`config.mk`:
```
export PLATFORM = sky130hd
export DESIGN_NAME = seg_scan_driver
export DESIGN_NICKNAME = d
export VERILOG_FILES = /design/src/rtl/seg_scan_pkg.sv /design/src/rtl/seg_hex_decode.sv /design/src/rtl/seg_scan_driver.sv
export SDC_FILE = /design/constraint.sdc
export NUM_CORES = 1
export LEC_CHECK = 0
export CORE_ASPECT_RATIO = 0.9
export CORE_MARGIN = 3
export CORE_UTILIZATION = 30
export DETAILED_ROUTE_END_ITERATION = 12
export GPL_ROUTABILITY_DRIVEN = 0
export RECOVER_POWER = 25
export SLEW_MARGIN = 40
export SYNTH_ARGS = -nofsm -noshare
export SYNTH_HDL_FRONTEND = slang
export SYNTH_SLANG_ARGS = --single-unit
```
`constraint.sdc`:
```
create_clock -name CLK -period 3.51 [get_ports CLK]
set_input_delay 0.702 -clock CLK [delete_from_list [all_inputs] [get_ports CLK]]
set_output_delay 0.702 -clock CLK [all_outputs]
set_load 0.01 [all_outputs]
```
`src/rtl/seg_scan_pkg.sv`:
```
// Shared constants and types for the multiplexed hex 7-segment scan driver.
// Segment patterns are active-low, bit0 = a ... bit6 = g.
package seg_scan_pkg;

   localparam logic [6:0] SEG_OFF = 7'b1111111;

   // Entry k is the glyph for hex value k; the leftmost literal is entry 15.
   localparam logic [15:0][6:0] SEG_TABLE = {
      7'b0001110,  // F
      7'b0000110,  // E
      7'b0100001,  // d
      7'b1000110,  // C
      7'b0000011,  // b
      7'b0001000,  // A
      7'b0010000,  // 9
      7'b0000000,  // 8
      7'b1111000,  // 7
      7'b0000010,  // 6
      7'b0010010,  // 5
      7'b0011001,  // 4
      7'b0110000,  // 3
      7'b0100100,  // 2
      7'b1111001,  // 1
      7'b1000000   // 0
   };

   typedef enum logic {
      GAP   = 1'b0,
      DRIVE = 1'b1
   } state_t;

endpackage

```
`src/rtl/seg_hex_decode.sv`:
```
// Combinational hex nibble to active-low 7-segment glyph lookup.
module seg_hex_decode
   import seg_scan_pkg::*;
(
   input  logic [3:0] nibble,
   output logic [6:0] seg
);

   assign seg = SEG_TABLE[nibble];

endmodule

```
`src/rtl/seg_scan_driver.sv`:
```
// Multiplexed N-digit hex 7-segment scan driver with all-off guard gaps.
// Optional leading-zero suppression is compiled in when SEG_LZS_EN is defined.
module seg_scan_driver
   import seg_scan_pkg::*;
#(
   parameter int NUM_DIGITS = 4,
   parameter int SCAN_DIV   = 50000,
   parameter int GAP_CYCLES = 50
) (
   input  logic                    CLK,
   input  logic                    RST,
   input  logic [4*NUM_DIGITS-1:0] DATA_IN,
   input  logic [NUM_DIGITS-1:0]   BLANK_IN,
   input  logic                    LOAD,
   output logic [6:0]              LED_SEG,
   output logic [NUM_DIGITS-1:0]   LED_AN,
   output logic                    FRAME_DONE
);

   localparam int CNT_MAX = (SCAN_DIV > GAP_CYCLES) ? SCAN_DIV : GAP_CYCLES;
   localparam int CNT_W   = $clog2(CNT_MAX + 1);
   localparam int IDX_W   = (NUM_DIGITS > 1) ? $clog2(NUM_DIGITS) : 1;

   localparam logic [CNT_W-1:0] DRIVE_END = CNT_W'(SCAN_DIV - 1);
   localparam logic [CNT_W-1:0] GAP_END   = CNT_W'((GAP_CYCLES > 0) ? GAP_CYCLES - 1 : 0);
   localparam logic [IDX_W-1:0] LAST_IDX  = IDX_W'(NUM_DIGITS - 1);
   localparam bit               HAS_GAP   = (GAP_CYCLES > 0);

   state_t                         state, state_nxt;
   logic [IDX_W-1:0]               idx, idx_nxt, idx_adv, drive_idx;
   logic [CNT_W-1:0]               cnt, cnt_nxt;
   logic [NUM_DIGITS-1:0][3:0]     shadow_data;
   logic [NUM_DIGITS-1:0]          shadow_blank;
   logic [NUM_DIGITS-1:0]          lzs;
   logic [NUM_DIGITS-1:0]          an_mask;
   logic [6:0]                     dec_seg;
   logic [6:0]                     seg_nxt;
   logic [NUM_DIGITS-1:0]          an_nxt;
   logic                           done_nxt;
   logic                           drive_blank;

   // The digit about to be driven: the current idx when leaving GAP, or the
   // advanced idx when a zero-length gap chains DRIVE straight into DRIVE.
   assign idx_adv   = (idx == LAST_IDX) ? '0 : idx + 1'b1;
   assign drive_idx = (state == DRIVE) ? idx_adv : idx;

   seg_hex_decode u_dec (
      .nibble (shadow_data[drive_idx]),
      .seg    (dec_seg)
   );

`ifdef SEG_LZS_EN
   // Digit k goes dark when it and every more significant nibble are zero.
   always_comb begin
      lzs = '0;
      for (int k = 1; k < NUM_DIGITS; k++) begin
         lzs[k] = 1'b1;
         for (int j = k; j < NUM_DIGITS; j++) begin
            if (shadow_data[j] != 4'h0) lzs[k] = 1'b0;
         end
      end
   end
`else
   assign lzs = '0;
`endif

   assign drive_blank = shadow_blank[drive_idx] | lzs[drive_idx];

   always_comb begin
      an_mask = '1;
      for (int k = 0; k < NUM_DIGITS; k++) begin
         if (drive_idx == IDX_W'(k)) an_mask[k] = 1'b0;
      end
   end

   always_comb begin
      state_nxt = state;
      idx_nxt   = idx;
      cnt_nxt   = cnt + 1'b1;
      seg_nxt   = LED_SEG;
      an_nxt    = LED_AN;
      done_nxt  = 1'b0;
      case (state)
         GAP: begin
            if (!HAS_GAP || cnt == GAP_END) begin
               state_nxt = DRIVE;
               cnt_nxt   = '0;
               an_nxt    = an_mask;
               seg_nxt   = drive_blank ? SEG_OFF : dec_seg;
            end
         end
         DRIVE: begin
            if (cnt == DRIVE_END) begin
               cnt_nxt  = '0;
               idx_nxt  = idx_adv;
               done_nxt = (idx == LAST_IDX);
               if (HAS_GAP) begin
                  state_nxt = GAP;
                  an_nxt    = '1;
                  seg_nxt   = SEG_OFF;
               end else begin
                  state_nxt = DRIVE;
                  an_nxt    = an_mask;
                  seg_nxt   = drive_blank ? SEG_OFF : dec_seg;
               end
            end
         end
         default: begin
            state_nxt = GAP;
            cnt_nxt   = '0;
            an_nxt    = '1;
            seg_nxt   = SEG_OFF;
         end
      endcase
   end

   always_ff @(posedge CLK) begin
      if (RST) begin
         state        <= GAP;
         idx          <= '0;
         cnt          <= '0;
         shadow_data  <= '0;
         shadow_blank <= '0;
         LED_SEG      <= SEG_OFF;
         LED_AN       <= '1;
         FRAME_DONE   <= 1'b0;
      end else begin
         state      <= state_nxt;
         idx        <= idx_nxt;
         cnt        <= cnt_nxt;
         LED_SEG    <= seg_nxt;
         LED_AN     <= an_nxt;
         FRAME_DONE <= done_nxt;
         if (LOAD) begin
            shadow_data  <= DATA_IN;
            shadow_blank <= BLANK_IN;
         end
      end
   end

endmodule

```
==> out/summary.txt, run 1 <==
status: finished clean
Final Slew Violations: 0
P_leak: 1.24 nW
hold path start: cnt[0]
clock buffer depth: 2
worst skew pair latency: 0.30 ns
Cells after Synth: 276
Mapped Area: 0.00264 sq mm
max_cap viols: 0
RSZ-0062 raised after global routing: no
DR vias: 2019
Remaining DRCs: 0
Crit path largest cell delay: 0.78 ns
synth warn: 0
worst slack, placed: 0.650 ns
die height: 95.0 um
CTS tree: done
PwrDens: 337 mW/mm^2
Max Clock Freq: 349 MHz
routed vias/inst: 4.80
syn_nets: 308
WL met2: 2410 um
ys flop type: dfxtp_1
Setup Viol. Count Final: 0
setup bufs post-CTS: 0
post-DP HPWL: 4240 um
Final Core Density: 0.375
PnR worst setup slack: 0.643 ns
syn avg cell area: 9.56 sq um
PortBufs: 34
min Tclk post-route: 2.87 ns
WHS: 0.465 ns
Routed Antenna Nets: 0
Worst Setup End Kind: register
post-synth cell types: 51
clk root buf: clkbuf_8
total die area: 0.00995 sq mm
final period utilization: 0.817
critical path launch point type: register
worst reg2reg path depth: 9
first-pass GRT wire length: 9450 um
Post-synth EDFFs: 0
Starting Density: 0.318
Seq/Total Area, Yosys: 0.387
TritonCTS Sinks: 51
Slew HR: 0.0799
NetSw: 254 uW
antenna violations before repair: 0
Flop pwr share: 0.577
final wirelength: 5620 um
Hold Path Class: register to register
Layout area overhead: 18.2%
crit-path cells: nand2b_1 > mux2i_1 > mux4_2 > inv_1 > ha_1 > nor2_1 > a22oi_1 > a21boi_1 > nor3_2
cts repair resizes: 0
starting DRC count in detailed routing: 83
Routed WL per cell: 13.4 um
CP arrival: 3.11 ns
FP Rows: 31
critical path's slowest cell: dfxtp_1
crit path kind: register to register
Hold Vio Cnt, Final: 0
Required @ worst endpoint: 3.75 ns
Fin Clk Skew: 0.00768 ns
Nets: 337
power consumption: 1.05 mW
worst r2r dst: LED_SEG[0]
Total GRT Usage: 0.117
crit path max fanout: 19
RR Startpoint: state
clk slew on worst S/H paths: 0.09 ns
clock network power share: 0.313
io pins: 35
Max rail drop VDD: 0.138 mV
number of global-route vias before repair: 1939
die width: 105 um
largest net degree at the start of global routing: 28
worst slew pin tran: 1.38 ns
CORE AREA: 0.00830 sq mm
Routed met3 length: 188 um
count of state elements after synthesis: 51
share of post-route cells with drive strength above 1: 0.0752
gr ovfl total: 0
setup_tns: 0 ns
hold buffer count at cts: 0
Hold EP: cnt[0]
htree depth: 2
DR top layer: met4
combinational power share: 0.109
routed length on met1: 2950 um
First-pass DRT Iterations: 4
CTS Buf Count: 5
# diodes: 0
worst hold stages: 1
Post-synth ARST share: 0
internal cell power: 797 uW
Worst R2R Setup Slack: 0.64 ns
switch share: 0.242
-- cells by family after synthesis --
group | after synthesis | synth area share
and+or+nand+nor | 110 | 0.219
DFF | 51 | 0.387
AOI/OAI and AO/OA | 38 | 0.116
muxes | 32 | 0.143
buffers and inverters | 23 | 0.0498
xor gates and xnor gates | 13 | 0.0432
adders and majority gates | 9 | 0.0427
-- stage by stage --
stage / cells / instance area [sq um]
2_1_floorplan: 276 / 2640
3_3_place_gp: 413 / 3040
3_5_place_dp: 413 / 3040
4_1_cts: 421 / 3120
5_1_grt: 421 / 3120
6_report: 421 / 3120
-- registers in the layout, summed over array words and instances (netlist names) --
register and count:
cnt 16, LED_SEG 7, idx 2, state 1, FRAME_DONE 1, LED_AN 4, shadow_data 16, shadow_blank 4
-- worst max-delay path by stage --
stage / from / endpoint / depth (start not counted)
final: state / LED_SEG[0] / 9
after global routing: state / LED_SEG[0] / 9
after CTS: state / LED_SEG[0] / 9
after detailed placement: state / LED_SEG[0] / 9
after global placement: state / LED_SEG[4] / 7
after floorplan: idx[1] / LED_SEG[4] / 7
-- worst max-delay path: cells and delay by family, from the launching register on --
family                   cells  cell delay, ns
adder cells (fa/ha/maj)      1            0.22
multiplexers                 2            0.89
buffers and inverters        1            0.15
flip-flops                   1            0.78
AO/OA/AOI/OAI                2            0.29
AND/OR/NAND/NOR              3            0.47
-- placed cells by master (no fill, tap or decap), types with 3 or more instances in the layout --
master | synthesis | layout
dfxtp_1 | 51 | 51
nor2_1 | 51 | 51
clkdlybuf4s50_1 | 0 | 33
mux2i_1 | 26 | 26
nand2_1 | 12 | 12
nand3_1 | 10 | 10
inv_1 | 9 | 9
a21oi_1 | 9 | 9
ha_1 | 9 | 9
xnor2_1 | 7 | 7
and3_1 | 6 | 6
xor2_1 | 6 | 6
a211oi_1 | 5 | 5
o32a_1 | 5 | 5
clkbuf_8 | 0 | 5
and3b_1 | 4 | 4
mux4_2 | 3 | 3
nand4_1 | 3 | 3
o21ai_0 | 3 | 3
nor2b_1 | 3 | 3
a22oi_1 | 3 | 3
o211a_1 | 3 | 3
clkbuf_1 | 8 | 3
-- metal layers --
metal / vias to the layer above / GRT usage
met4: 0 / 0.0383
met1: 953 / 0.166
met3: 6 / 0.0294
li1: 1032 / -
met2: 28 / 0.174
met5: - / 0
-- Yosys cell counts, types with 2 or more instances --
| cell | number | share of area |
|---|---|---|
| xor2_1 | 6 | 0.020 |
| o32a_1 | 5 | 0.019 |
| and3_1 | 6 | 0.014 |
| nor3_1 | 2 | 0.0038 |
| a21oi_1 | 9 | 0.017 |
| nor2b_1 | 3 | 0.0071 |
| nor2_1 | 51 | 0.073 |
| o21ai_0 | 3 | 0.0057 |
| mux4_2 | 3 | 0.026 |
| nand4_1 | 3 | 0.0071 |
| o211a_1 | 3 | 0.011 |
| dfxtp_1 | 51 | 0.39 |
| a22oi_1 | 3 | 0.0085 |
| or3_1 | 2 | 0.0047 |
| mux2i_1 | 26 | 0.099 |
| xnor2_1 | 7 | 0.023 |
| nor2_4 | 2 | 0.0085 |
| a211oi_1 | 5 | 0.014 |
| clkbuf_1 | 8 | 0.011 |
| a211o_1 | 2 | 0.0066 |
| and4_1 | 2 | 0.0066 |
| nand2_1 | 12 | 0.017 |
| buf_6 | 4 | 0.017 |
| nand3_1 | 10 | 0.019 |
| ha_1 | 9 | 0.043 |
| nand3b_1 | 2 | 0.0057 |
| a31oi_1 | 2 | 0.0047 |
| and3b_1 | 4 | 0.013 |
| inv_1 | 9 | 0.013 |
-- area by class of cell --
type	count	area [sq um]
timing repair buffer	36	352
inverter	9	33.8
clock inverter	1	5.00
clock buffer	7	76.3
multi-input combinational	202	1490
tap	115	144
sequential	51	1020
fill	861	5180
-- power groups by stage --
| stage | Clock (mW) | Combinational (mW) | Sequential (mW) |
|---|---|---|---|
| 4_1_cts | 0.344 | 0.116 | 0.607 |
| 3_3_place_gp | 0 | 0.113 | 0.620 |
| 3_5_place_dp | 0 | 0.116 | 0.620 |
| 6_report | 0.329 | 0.115 | 0.607 |
| 5_1_grt | 0.366 | 0.128 | 0.609 |
| 2_1_floorplan | 0 | 0.0804 | 0.615 |
(Power assumes the default switching activity.)
==> run 2, diff against run 1 <==
clock period = 2.7 ns   (was 3.51 ns; I/O delays follow)
==> run 2 against run 1 <==
Effect of this change: routed wire length shrank 1.1%; non-clock buffer count grew 7; hold slack gained 0.0090 ns; critical endpoint is now LED_SEG[3].
==> out/summary.txt, run 2 (synthesized netlist as in run 1, its figures left out) <==
Fill cells: 861
htree depth: 2
RR Startpoint: idx[1]
placed cell area: 0.00309 sq mm
WHS: 0.474 ns
routed vias/inst: 4.73
hold buffer count at cts: 0
starting DRC count in detailed routing: 83
status: finished clean
hold path start: cnt[0]
final wirelength: 5560 um
clk root buf: clkbuf_8
biggest regs: cnt x16, shadow_data x16, LED_SEG x7
Nets: 344
Remaining DRCs: 0
most frequent cells in the layout: 51 x nor2_1, 50 x dfxtp_1, 33 x clkdlybuf4s50_1, 25 x mux2i_1, 12 x nand2_1
CORE AREA: 0.00830 sq mm
post-DP HPWL: 4230 um
CTS Buf Count: 5
Routed Antenna Nets: 0
Worst Setup SP: idx[1]
final period utilization: 0.918
antenna violations before repair: 0
worst r2r dst: LED_SEG[3]
first-pass GRT wire length: 9720 um
Max Clock Freq: 403 MHz
Fin Clk Skew: 0.0100 ns
P_leak: 1.28 nW
Layout area overhead: 20.7%
worst reg2reg path depth: 9
Slew HR: 0.0833
Finished Cell Area: 0.00318 sq mm
Setup Viol. Count Final: 0
CTS tree: done
min Tclk post-route: 2.48 ns
First-pass DRT Iterations: 4
most common cell after layout, fill and taps aside: nor2_1
Max rail drop VDD: 0.186 mV
critical path launch point type: register
PortBufs: 34
Required @ worst endpoint: 2.94 ns
Sequential cell area: 0.00102 sq mm
Final Slew Violations: 0
Multi-input gate area: 0.00149 sq mm
FP Rows: 31
worst slew pin tran: 1.38 ns
Hold EP: cnt[0]
max_cap viols: 0
setup bufs post-CTS: 0
CP arrival: 2.72 ns
RSZ-0062 raised after global routing: no
Hold Path Class: register to register
Hold Vio Cnt, Final: 0
DR vias: 2023
PwrDens: 441 mW/mm^2
clk slew on worst S/H paths: 0.10 ns
TritonCTS Sinks: 51
Worst R2R Setup Slack: 0.22 ns
number of global-route vias before repair: 1992
share of post-route cells with drive strength above 1: 0.105
largest net degree at the start of global routing: 25
gr ovfl total: 0
crit path kind: register to register
worst hold stages: 1
Worst Setup End Kind: register
io pins: 35
setup_tns: 0 ns
worst skew pair latency: 0.31 ns
clock buffer depth: 2
die width: 105 um
total die area: 0.00995 sq mm
Routed WL per cell: 13.0 um
die height: 95.0 um
# diodes: 0
Total GRT Usage: 0.118
Starting Density: 0.318
crit path max fanout: 6
[run 2: worst max-delay path by stage]
| stage | end | slack, ns | cells past startpoint |
|---|---|---|---|
| 2_1_floorplan | LED_SEG[4] | 0.23 | 7 |
| 3_3_place_gp | LED_SEG[4] | 0.25 | 8 |
| 3_5_place_dp | LED_SEG[3] | 0.17 | 9 |
| 4_1_cts | LED_SEG[3] | 0.13 | 9 |
| 5_1_grt | LED_SEG[3] | 0.04 | 9 |
| 6_report | LED_SEG[3] | 0.22 | 9 |
[run 2: worst max-delay path: stages (launching register included)]
cell     delay (ns)
dfxtp_2        0.37
ha_1           0.34
mux2i_4        0.23
mux4_2         0.61
inv_1          0.14
ha_1           0.23
inv_1          0.09
mux2i_1        0.15
mux2i_1        0.10
a21oi_1        0.15
[run 2: metal layers]
layer | track usage | wire [um] | part of all wire | up-vias
li1 | - | - | - | 1049
met1 | 0.168 | 2940 | 0.53 | 941
met2 | 0.181 | 2410 | 0.43 | 26
met3 | 0.0246 | 142 | 0.026 | 7
met4 | 0.0361 | 72 | 0.013 | 0
met5 | 0 | 0 | 0 | -
[run 2: repair_timing]
action | 4_1_cts | 5_1_grt
setup endpoints to repair | 0 | 2
gates resized for setup | 0 | 2
endpoints found under the hold margin | 0 | 0
[run 2: through the flow]
| step | power (mW) | cells | util | setup slack [ns] |
|---|---|---|---|---|
| floorplan | 0.905 | 276 | - | 0.230 |
| global placement | 0.955 | 420 | 0.372 | 0.247 |
| detailed placement | 0.958 | 420 | 0.372 | 0.169 |
| CTS | 1.43 | 428 | 0.383 | 0.132 |
| global route | 1.48 | 428 | 0.384 | 0.0410 |
| finish | 1.40 | 428 | 0.384 | 0.221 |
[run 2: power breakdown]
group          total [mW]  switching (mW)  internal, mW
sequential          0.789          0.0153         0.773
clock               0.464           0.276         0.188
combinational       0.151          0.0692        0.0818
total                1.40           0.360          1.04
[run 2: area by class of cell]
class | instances | share of cell area
Inverter | 9 | 0.0106
Clock buffer | 5 | 0.0216
Multi-Input combinational cell | 202 | 0.468
Clock inverter | 3 | 0.00707
Sequential cell | 51 | 0.321
Tap cell | 115 | 0.0452
Timing Repair Buffer | 43 | 0.127
